<file path="src/rtl/acc_pkg.sv">
// Shared types and constants for the round-robin AXI write output arbiter.
package acc_pkg;

  typedef enum logic [1:0] {
    ST_IDLE = 2'd0,
    ST_ADDR = 2'd1,
    ST_DATA = 2'd2
  } state_t;

  localparam logic [1:0] AXI_OKAY = 2'b00;

endpackage

</file>
<file path="src/rtl/rr_penc.sv">
// Combinational round-robin priority encoder: first requester after 'last', wrapping.
module rr_penc #(
  parameter int NP = 4,
  parameter int IW = (NP > 1) ? $clog2(NP) : 1
) (
  input  logic [NP-1:0] req,
  input  logic [IW-1:0] last,
  output logic [IW-1:0] gnt,
  output logic          any
);

  // NOTE: every output of a combinational block gets a default before any
  // conditional assignment, so no path leaves it unassigned (no latch).
  always_comb begin
    gnt = '0;
    any = 1'b0;
    // Walk from the farthest offset down so the nearest requester wins last.
    for (int off = NP; off >= 1; off--) begin
      if (req[(int'(last) + off) % NP]) begin
        gnt = IW'((int'(last) + off) % NP);
        any = 1'b1;
      end
    end
  end

endmodule

</file>
<file path="src/rtl/output_arb_rr.sv">
// Round-robin arbiter funnelling NP write-burst channels onto one AXI write port.
module output_arb_rr
  import acc_pkg::*;
#(
  parameter int NP     = 4,
  parameter int DW     = 64,
  parameter int AW     = 40,
  parameter int MAXOUT = 4
) (
  input  logic              aclk,
  input  logic              arst,
  input  logic [NP-1:0]     wreq,
  output logic [NP-1:0]     wack,
  input  logic [31:0]       wadr  [NP],
  input  logic [DW-1:0]     wdata [NP],
  input  logic [DW/8-1:0]   wstbi [NP],
  input  logic [7:0]        wlen  [NP],
  input  logic [31:0]       baseadr,
  output logic [AW-1:0]     awaddr,
  output logic [7:0]        awlen,
  output logic              awvalid,
  input  logic              awready,
  output logic [DW-1:0]     wr_data,
  output logic [DW/8-1:0]   wstb,
  output logic              wvalid,
  output logic              wlast,
  input  logic              wready,
  input  logic [1:0]        bresp,
  input  logic              bvalid,
  output logic              bready,
  output logic              busy,
  output logic              err
);

  localparam int          CHW     = (NP > 1) ? $clog2(NP) : 1;
  localparam logic [3:0]  OUT_MAX = 4'(MAXOUT);

  state_t         state, state_nx;
  logic [CHW-1:0] ch, last, gnt;
  logic           any, grant;
  logic [7:0]     beat;
  logic [3:0]     outst;
  logic           aw_hs, w_hs, b_hs;
  logic [31:0]    adr_sum;
  logic           unused_adr_lsb;

  rr_penc #(.NP(NP), .IW(CHW)) u_penc (
    .req  (wreq),
    .last (last),
    .gnt  (gnt),
    .any  (any)
  );

  // Outputs are qualified with !arst so they sit at reset values for the whole pulse.
  assign awvalid = !arst && (state == ST_ADDR);
  assign wvalid  = !arst && (state == ST_DATA);
  assign bready  = !arst;
  assign busy    = !arst && ((state != ST_IDLE) || (outst != 4'd0));

  assign adr_sum        = baseadr + {wadr[ch][31:8], 8'h00};
  assign unused_adr_lsb = ^wadr[ch][7:0];
  assign awaddr         = AW'(adr_sum);
  assign awlen          = wlen[ch];
  assign wr_data        = wdata[ch];
  assign wstb           = wstbi[ch];
  assign wlast          = wvalid && (beat == awlen);

  assign aw_hs = awvalid && awready;
  assign w_hs  = wvalid && wready;
  assign b_hs  = bvalid && bready;

  always_comb begin
    wack = '0;
    if (w_hs) wack[ch] = 1'b1;
  end

  always_comb begin
    state_nx = state;
    grant    = 1'b0;
    unique case (state)
      ST_IDLE: if (any && (outst < OUT_MAX)) begin
        grant    = 1'b1;
        state_nx = ST_ADDR;
      end
      ST_ADDR: if (aw_hs) state_nx = ST_DATA;
      ST_DATA: if (w_hs && wlast) state_nx = ST_IDLE;
      default: state_nx = ST_IDLE;
    endcase
  end

  // NOTE: sequential state uses non-blocking assignments so every register
  // samples pre-edge values; the reset here is synchronous, checked on the edge.
  always_ff @(posedge aclk) begin
    if (arst) begin
      state <= ST_IDLE;
      ch    <= '0;
      last  <= CHW'(NP - 1);
      beat  <= '0;
      outst <= '0;
      err   <= 1'b0;
    end else begin
      state <= state_nx;
      if (grant) begin
        ch   <= gnt;
        last <= gnt;
      end
      if (w_hs) beat <= wlast ? 8'd0 : beat + 8'd1;
      // A B response with nothing outstanding is ignored to keep the count sane.
      unique case ({aw_hs, b_hs && (outst != 4'd0)})
        2'b10:   outst <= outst + 4'd1;
        2'b01:   outst <= outst - 4'd1;
        default: outst <= outst;
      endcase
      if (b_hs && (bresp != AXI_OKAY)) err <= 1'b1;
    end
  end

endmodule
</file>
<file path="config.mk">
export PLATFORM = sky130hd
export DESIGN_NAME = output_arb_rr
export DESIGN_NICKNAME = d
export VERILOG_FILES = /design/src/rtl/acc_pkg.sv /design/src/rtl/rr_penc.sv /design/src/rtl/output_arb_rr.sv
export SDC_FILE = /design/constraint.sdc
export NUM_CORES = 1
export LEC_CHECK = 0
export BUFFER_PORTS_ARGS = -buffer_cell sky130_fd_sc_hd__buf_4
export CORE_AREA = 2 2 242 244
export CTS_CLUSTER_SIZE = 12
export DETAILED_ROUTE_END_ITERATION = 6
export DIE_AREA = 0 0 244 246
export GPL_TIMING_DRIVEN = 0
export PLACE_DENSITY = 0.36
export REMOVE_ABC_BUFFERS = 1
export SLEW_MARGIN = 20
export SYNTH_ARGS = -nofsm -noshare
export SYNTH_HDL_FRONTEND = slang
export SYNTH_SLANG_ARGS = --single-unit
</file>
<file path="constraint.sdc">
create_clock -name aclk -period 4.6 [get_ports aclk]
set_clock_uncertainty 0.15 [all_clocks]
set_input_delay 0.92 -clock aclk [delete_from_list [all_inputs] [get_ports aclk]]
set_output_delay 0.92 -clock aclk [all_outputs]
set_load 0.03 [all_outputs]
</file>
==> results.cfg, run 1 <==
[status]
outcome = completed

[synthesis]
synth_cell_types = 63
synth_cells = 471
post-synth-top-area-cell = mux4_2
synth-seq-cells = 19
synth-main-ff-cell = dfxtp_1
yosysTopAreaCellShare = 0.446
syn_avg_cell_area_um2 = 10.8
synth.area.top_cells = mux4_2 (45%), dfxtp_1 (7.5%), ha_1 (6.6%)
synth-edff-count = 0
synthArstFlopShare = 0
synthesis.area_um2 = 5100
seq_area_frac_synth = 0.0746
yosysWarnings = 0

[timing]
finalCritPeriodShare = 0.997
hold_viol = 0
max_freq_mhz = 218
fin_setup_tns_ns = 0
drv_slew = 0
whs_ns = 0.309
setup_viol_count_final = 0
rsz0062_at_grt = yes
worst_slew_pin_slew_ns = 0.820
relSlewSlack = 0.446
min_period_ns = 4.59

[clock_network]
numCtsBuffers = 3
numClockSinks = 19
path_clk_slew_ns = 0.06
cts.htree.levels = 1
cts_buffer_depth = 2
cts_tree = done
clk_root_buffer_cell = clkbuf_16
clk_latency_ns = 0.26

[grt]
overflow = 0
track_usage = 0.100
grt_max_degree = 50
first_global_vias = 7143
antenna_found_initial = 5
grt_first_pass_wirelength_mm = 45.3

[power_and_ir_drop]
p_per_area_nw_per_um2 = 270
p_leak_uw = 0.00457
peakVddDrop_uv = 109

[min_path]
min_path_type = register to register

[finish]
num-fill-cells = 6399
final_util = 0.187
layout_common_cells = buf_4 (575), mux4_2 (101), a21oi_1 (33)
finalNetCount = 1543
final_common_cell = buf_4
drive_gt1_frac = 0.726
synthToLayoutAreaGrowth_pct = 110

[floorplan]
rows = 88
io_pins = 621
die_w_um = 244
dieHeight_um = 246
die-area_um2 = 60000
start_util = 0.0888
coreArea_um2 = 57400

[drt]
wl_per_cell_um = 18.1
vias = 6582
finalWirelength_mm = 32.4
ant_nets = 0
drt_first_pass_iters = 4
drc = 0
drt_iter0_markers = 213
vias_per_cell = 3.68

[worst_setup_path]
slowest_delay_ns = 0.49
arrival_ns = 3.52
path_cells = buf_8, mux4_2, ha_4, fa_2, a211oi_4, o21ai_2, a32oi_2, buf_6, o211ai_1, a21oi_1, xnor2_1, buf_4
crit_type = input pin to primary output
setup.worst_path.end_class = primary output
start_kind = input pin
cpMaxStageDelayCell = mux4_2
critPathMaxFanout = 5
cp.required_ns = 3.53

[flow_run]
drv_cap = 0

[place]
placement.io_buffers = 564
gp_congestion = 0.844
place_hpwl_mm = 28.4
[per-stage QoR]
stage / std cells / instance area [µm²] / worst slack, ns / total power [µW]
after global placement: 1758 / 10000 / -6.16 / 2650
final: 1789 / 10700 / 0.0125 / 2890
after global routing: 1789 / 10700 / -0.113 / 3070
after floorplan: 429 / 4850 / -4.33 / 1620
after CTS: 1785 / 10600 / -0.0499 / 2890
after detailed placement: 1763 / 10200 / -0.832 / 2580
[worst max-delay path, delay by kind of cell]
family / cells / cell delay [ns]
AOI/OAI and AO/OA: 5 / 0.95
adders and majority gates: 2 / 0.56
xor gates and xnor gates: 1 / 0.15
muxes: 1 / 0.49
buffers and inverters: 3 / 0.44
[Yosys cell counts, types with 8 or more instances]
master	count
a21o_1	10
a21oi_1	36
buf_2	12
buf_4	16
clkbuf_1	14
dfxtp_1	19
ha_1	27
inv_1	9
mux2i_1	8
mux4_2	101
nand2_1	30
nand2b_1	9
nor2_1	25
o21ai_0	17
xnor2_1	18
xor2_1	11
[power breakdown]
part	switching (µW)	total (µW)	internal [µW]	leakage, µW
Clock	70.4	187	117	0.0000409
Sequential	17.8	193	176	0.000156
Combinational	1320	2500	1190	0.00437
[flip-flops by register name, indices dropped and copies added (netlist names)]
signal  cells
beat        8
outst       4
ch          2
last        2
state       2
err         1
[cell families after synthesis]
logic type	synth area share
buffers and inverters	0.0604
DFF	0.0746
adders and majority gates	0.0741
and+or+nand+nor	0.121
muxes	0.472
other	0.000736
AOI/OAI and AO/OA	0.137
xor gates and xnor gates	0.0594
[area by class of cell]
type / count / area, µm² / share of cell area
Inverter: 9 / 33.8 / 0.00316
Sequential cell: 19 / 388 / 0.0362
Tap cell: 765 / 957 / 0.0895
Clock inverter: 1 / 5.00 / 0.000468
Timing Repair Buffer: 589 / 4620 / 0.432
Clock buffer: 3 / 75.1 / 0.00702
Antenna cell: 2 / 5.00 / 0.000468
Multi-Input combinational cell: 401 / 4610 / 0.431
[routing by layer]
layer,routed length (µm),track usage,up-vias
li1,-,-,3020
met1,12300,0.113,3192
met2,17000,0.188,340
met3,2630,0.0289,24
met4,512,0.0195,6
met5,34,0,-
[timing repair]
item                       in CTS  in global routing
setup endpoints to repair      17                 12
resized for setup              25                 21
pin swaps                      11                 11
hold buffers                    0                  0
gates cloned                    3                  0
buffers inserted               15                  3
[path summary, 6_finish.rpt]
kind,from,end,slack (ns),cells after the start
max,wadr[40],awaddr[28],0.01,12
min,err,err,0.31,2
max reg2reg,ch[0],beat[0],1.59,8
min reg2reg,err,err,0.31,2
No activity file was read; power rests on OpenSTA's default activity.
==> inputs of run 2 (changes only) <==
Settings changed: RECOVER_POWER set to 25, TNS_END_PERCENT set to 1.
==> run 2 against run 1 <==
Against the previous run: worst hold slack got worse by 0.0020 ns; clock-buffer cell count unchanged; combinational power is essentially flat; non-clock buffer count shrank 1; core utilization fell by 0.15 points; die area did not move; cell count about the same; critical path depth stayed put; via count decreased by 0.14%; sequential cell count unchanged; critical path type unchanged; largest cell class is now multi-input gates; highest routed layer unchanged.
==> results.cfg, run 2 (same netlist as run 1, synthesis figures left out) <==
[floorplan]
dieHeight_um = 246
coreArea_um2 = 57400
io_pins = 621
die-area_um2 = 60000
start_util = 0.0888
rows = 88
die_w_um = 244

[worst_setup_path]
r2r_cells = 8
setup.worst_path.end_class = primary output
critPathMaxFanout = 5
crit_type = input pin to primary output
start_kind = input pin
regToRegStartpoint = ch[0]
cp.required_ns = 3.53
ff2ff_setup_slack_ns = 1.55
r2r-end = beat[0]
arrival_ns = 3.52

[drt]
ant_nets = 0
vias_per_cell = 3.68
wl_met2_mm = 17.0
top_layer = met5
met1_length_mm = 12.2
drc = 0
wl_per_cell_um = 18.1
drt_iter0_markers = 207
met3_length_mm = 2.63
vias = 6573
drt_first_pass_iters = 4
finalWirelength_mm = 32.4

[timing]
hold_viol = 0
relSlewSlack = 0.226
worst_slew_pin_slew_ns = 1.16
max_freq_mhz = 218
whs_ns = 0.307
setup_viol_count_final = 0
finalCritPeriodShare = 0.997
rsz0062_at_grt = yes
postLayoutSetupSlackWorst_ns = 0.0128
drv_slew = 0
min_period_ns = 4.59

[power_and_ir_drop]
peakVddDrop_uv = 109
p_leak_uw = 0.00449
p_per_area_nw_per_um2 = 269

[finish]
largest_reg_flops = 8
largest-register = beat
finalNetCount = 1542
synthToLayoutAreaGrowth_pct = 108
final_common_cell = buf_4
drive_gt1_frac = 0.707
layout_common_cells = buf_4 (557), mux4_2 (101), a21oi_1 (33)
top_regs = beat: 8 flops, outst: 4 flops

[grt]
grt_first_pass_wirelength_mm = 45.3
first_global_vias = 7143
track_usage = 0.100
antenna_found_initial = 5
overflow = 0
grt_max_degree = 50

[min_path]
hold-path-endpoint = err
min_path_type = register to register
worstHoldPathCells = 2
min-delay-start = err

[clock_network]
clk_root_buffer_cell = clkbuf_16
cts.htree.levels = 1
cts_buffer_depth = 2
path_clk_slew_ns = 0.06
cts_hold_buf = 0
numCtsBuffers = 3
clk_latency_ns = 0.26
cts_tree = done
numClockSinks = 19

[place]
gp_congestion = 0.844
placement.io_buffers = 564
place_hpwl_mm = 28.4
dp_slack_ns = -0.832

[flow_run]
drv_cap = 0

[status]
outcome = completed
[run 2: final cells by class]
cell class | count | area (µm²)
antenna | 2 | 5.00
clock buffer | 3 | 75.1
clock inverter | 1 | 5.00
fill | 6412 | 46800
inverter | 9 | 33.8
multi-input combinational | 401 | 4610
sequential | 19 | 388
tap | 765 | 957
timing repair buffer | 588 | 4540
[run 2: report_power, final]
| part | switching (µW) | internal (µW) | leakage (µW) |
|---|---|---|---|
| logic | 1310 | 1160 | 0.00430 |
| clock network | 71.5 | 117 | 0.0000409 |
| registers | 17.7 | 176 | 0.000156 |
| total | 1400 | 1460 | 0.00449 |
[run 2: worst max-delay path by stage]
stage | startpoint | end | slack (ns)
floorplan | ch[0] | awaddr[30] | -4.33
global placement | ch[0] | awaddr[30] | -6.16
detailed placement | ch[0] | awaddr[30] | -0.83
CTS | wadr[40] | awaddr[28] | -0.05
global route | ch[0] | awaddr[28] | -0.11
finish | wadr[40] | awaddr[28] | 0.01
[run 2: through the flow]
stage | cell area [µm²] | TNS [ns] | utilization | std cells | total power (µW)
2_1_floorplan | 4850 | -239.66 | - | 429 | 1620
3_3_place_gp | 10000 | -471.67 | 0.175 | 1758 | 2650
3_5_place_dp | 10200 | -7.06 | 0.177 | 1763 | 2580
4_1_cts | 10600 | -0.108 | 0.184 | 1785 | 2890
5_1_grt | 10600 | -0.275 | 0.185 | 1788 | 3050
6_report | 10600 | 0 | 0.185 | 1788 | 2860
[run 2: what timing repair did]
action,CTS,global route
setup buffers,15,1
endpoints found under the hold margin,0,0
gates cloned,3,0
setup endpoints to repair,17,12
resized for setup,25,20
pin swaps,11,9
[run 2: critical path, cell delays in order]
cell and delay (ns):
buf_8 0.10, mux4_2 0.49, ha_4 0.19, fa_2 0.37, a211oi_4 0.26, o21ai_2 0.09, a32oi_2 0.21, buf_6 0.15
o211ai_1 0.17, a21oi_1 0.22, xnor2_1 0.15, buf_4 0.19
[run 2: routing by layer]
metal  GRT usage  vias up
met1       0.113     3183
met5           0        -
met2       0.188      341
met3      0.0289       25
met4      0.0195        6
li1            -     3018
==> inputs of run 3 (changes only) <==
Settings changed: CORE_AREA 2 2 242 244 to 5 5 238 240, DIE_AREA 0 0 244 246 to 0 0 243 245, MAX_ROUTING_LAYER set to met4, PLACE_DENSITY 0.36 to 0.37.
==> run 3 against run 2 <==
Against the previous run: routed wire length fell by 3.6%; the run now ends with setup timing left; largest cell class unchanged; clock power decreased by 3%; fmax down 0.41%.
==> results.cfg, run 3 (same netlist as run 1, synthesis figures left out) <==
[floorplan]
dieHeight_um = 245
io_pins = 621
die_w_um = 243
rows = 86
start_util = 0.0936
die-area_um2 = 59500
coreArea_um2 = 54400

[flow_run]
drv_cap = 0

[finish]
largest_reg_flops = 8
num-fill-cells = 6066
drive_gt1_frac = 0.714
finalNetCount = 1546
top_regs = beat: 8 flops, outst: 4 flops
final_common_cell = buf_4
num_antenna_cells = 0
layoutNonFillerInstCount = 1729
final_util = 0.195
largest-register = beat
synthToLayoutAreaGrowth_pct = 109
layout_common_cells = buf_4 (562), mux4_2 (101), a21oi_1 (33)

[timing]
relSlewSlack = 0.212
rsz0062_at_grt = yes
postLayoutSetupSlackWorst_ns = -0.00628
max_freq_mhz = 217
finalCritPeriodShare = 1.00
worst_slew_pin_slew_ns = 1.18
min_period_ns = 4.61
drv_slew = 0
setup_viol_count_final = 2
hold_viol = 0

[status]
violations = setup timing
outcome = finished, violations left

[place]
place_hpwl_mm = 26.8
placement.io_buffers = 564
dp_cells = 1702
gp_congestion = 0.837

[grt]
antenna_found_initial = 0
grt_first_pass_wirelength_mm = 44.2
overflow = 0
grt_max_degree = 52
track_usage = 0.0974
first_global_vias = 7150

[worst_setup_path]
arrival_ns = 3.54
start_kind = input pin
regToRegStartpoint = ch[0]
crit_type = input pin to primary output
r2r-end = beat[2]
cp.required_ns = 3.53
setup.worst_path.end_class = primary output
critPathMaxFanout = 4
r2r_cells = 8
ff2ff_setup_slack_ns = 1.66

[clock_network]
clk_root_buffer_cell = clkbuf_16
cts_tree = done
cts_buffer_depth = 2
path_clk_slew_ns = 0.06
numCtsBuffers = 3
numClockSinks = 19
cts_hold_buf = 0
cts.htree.levels = 1
clk_latency_ns = 0.25

[drt]
finalWirelength_mm = 31.2
drt_iter0_markers = 200
vias_per_cell = 3.84
drt_first_pass_iters = 4
vias = 6632
ant_nets = 0
drc = 0
wl_per_cell_um = 18.1

[power_and_ir_drop]
clkPwrFrac = 0.063
p_per_area_nw_per_um2 = 272
intPower_uw = 1490
seqPwrFrac = 0.066
switching_share = 0.486
power.switching_uw = 1410
combPwrFrac = 0.871
peakVddDrop_uv = 142
p_leak_uw = 0.00453

[min_path]
hold-path-endpoint = err
min_path_type = register to register
worstHoldPathCells = 2
min-delay-start = err
[run 3: cell types whose count changed in the layout (fill, tap and decap cells not counted), moves of 2 or more]
cell      change
clkbuf_1      -4
diode_2       -2
ha_4          +3
buf_4         +5
o21ai_1       +4
ha_1          -2
o21ai_0       -3
[run 3: routing by layer]
metal,global-route usage,up-vias,part of all wire
li1,-,3028,-
met1,0.115,3222,0.40
met2,0.179,370,0.52
met3,0.0180,12,0.067
met4,0.00935,0,0.0095
met5,-,-,0
[run 3: final cells by class]
class,count,area [µm²],share of cell area
sequential,19,388,0.0364
inverter,9,33.8,0.00317
clock inverter,1,5.00,0.000470
multi-input combinational,401,4650,0.437
clock buffer,3,75.1,0.00705
timing repair buffer,592,4610,0.433
tap,704,881,0.0828
[run 3: worst max-delay path by stage]
| stage | start | endpoint | slack [ns] | cells after the start |
|---|---|---|---|---|
| after floorplan | ch[0] | awaddr[30] | -4.33 | 8 |
| after global placement | ch[0] | awaddr[30] | -6.09 | 9 |
| after detailed placement | ch[0] | awaddr[30] | -1.09 | 11 |
| after CTS | wadr[8] | awaddr[28] | -0.04 | 12 |
| after global routing | ch[0] | awaddr[21] | -0.11 | 12 |
| final | wadr[8] | awaddr[25] | -0.006 | 12 |
[run 3: critical path, cell delays in order]
cell,delay (ns)
buf_6,0.09
mux4_2,0.49
ha_4,0.19
buf_4,0.13
buf_4,0.12
a211oi_1,0.29
nor2_2,0.13
o311ai_4,0.33
nand2_1,0.16
and2_1,0.21
o221a_2,0.30
buf_4,0.17
[run 3: repair_timing]
action                                  4_1_cts  5_1_grt
pin swaps                                    13        6
resized for setup                            40       13
buffers inserted                             16        4
endpoints found under the setup margin       20       12
gates cloned                                  3        0
[run 3: power by group through the flow]
| stage | Clock (µW) | Sequential [µW] | Combinational (µW) |
|---|---|---|---|
| floorplan | 0 | 286 | 1340 |
| global placement | 0 | 335 | 2300 |
| detailed placement | 0 | 217 | 2350 |
| CTS | 191 | 193 | 2550 |
| global route | 196 | 193 | 2690 |
| finish | 183 | 191 | 2520 |
[run 3: stage by stage]
step | hold WS [ns] | instance area [µm²] | setup WS [ns] | TNS, ns | total power [µW]
final | 0.301 | 10600 | -0.00628 | -0.0111 | 2890
after global routing | 0.318 | 10600 | -0.110 | -0.587 | 3070
after CTS | 0.304 | 10600 | -0.0367 | -0.131 | 2930
after detailed placement | 0.294 | 10100 | -1.09 | -12.18 | 2560
after global placement | 0.293 | 9960 | -6.09 | -466.56 | 2630
after floorplan | 0.315 | 4850 | -4.33 | -239.66 | 1620
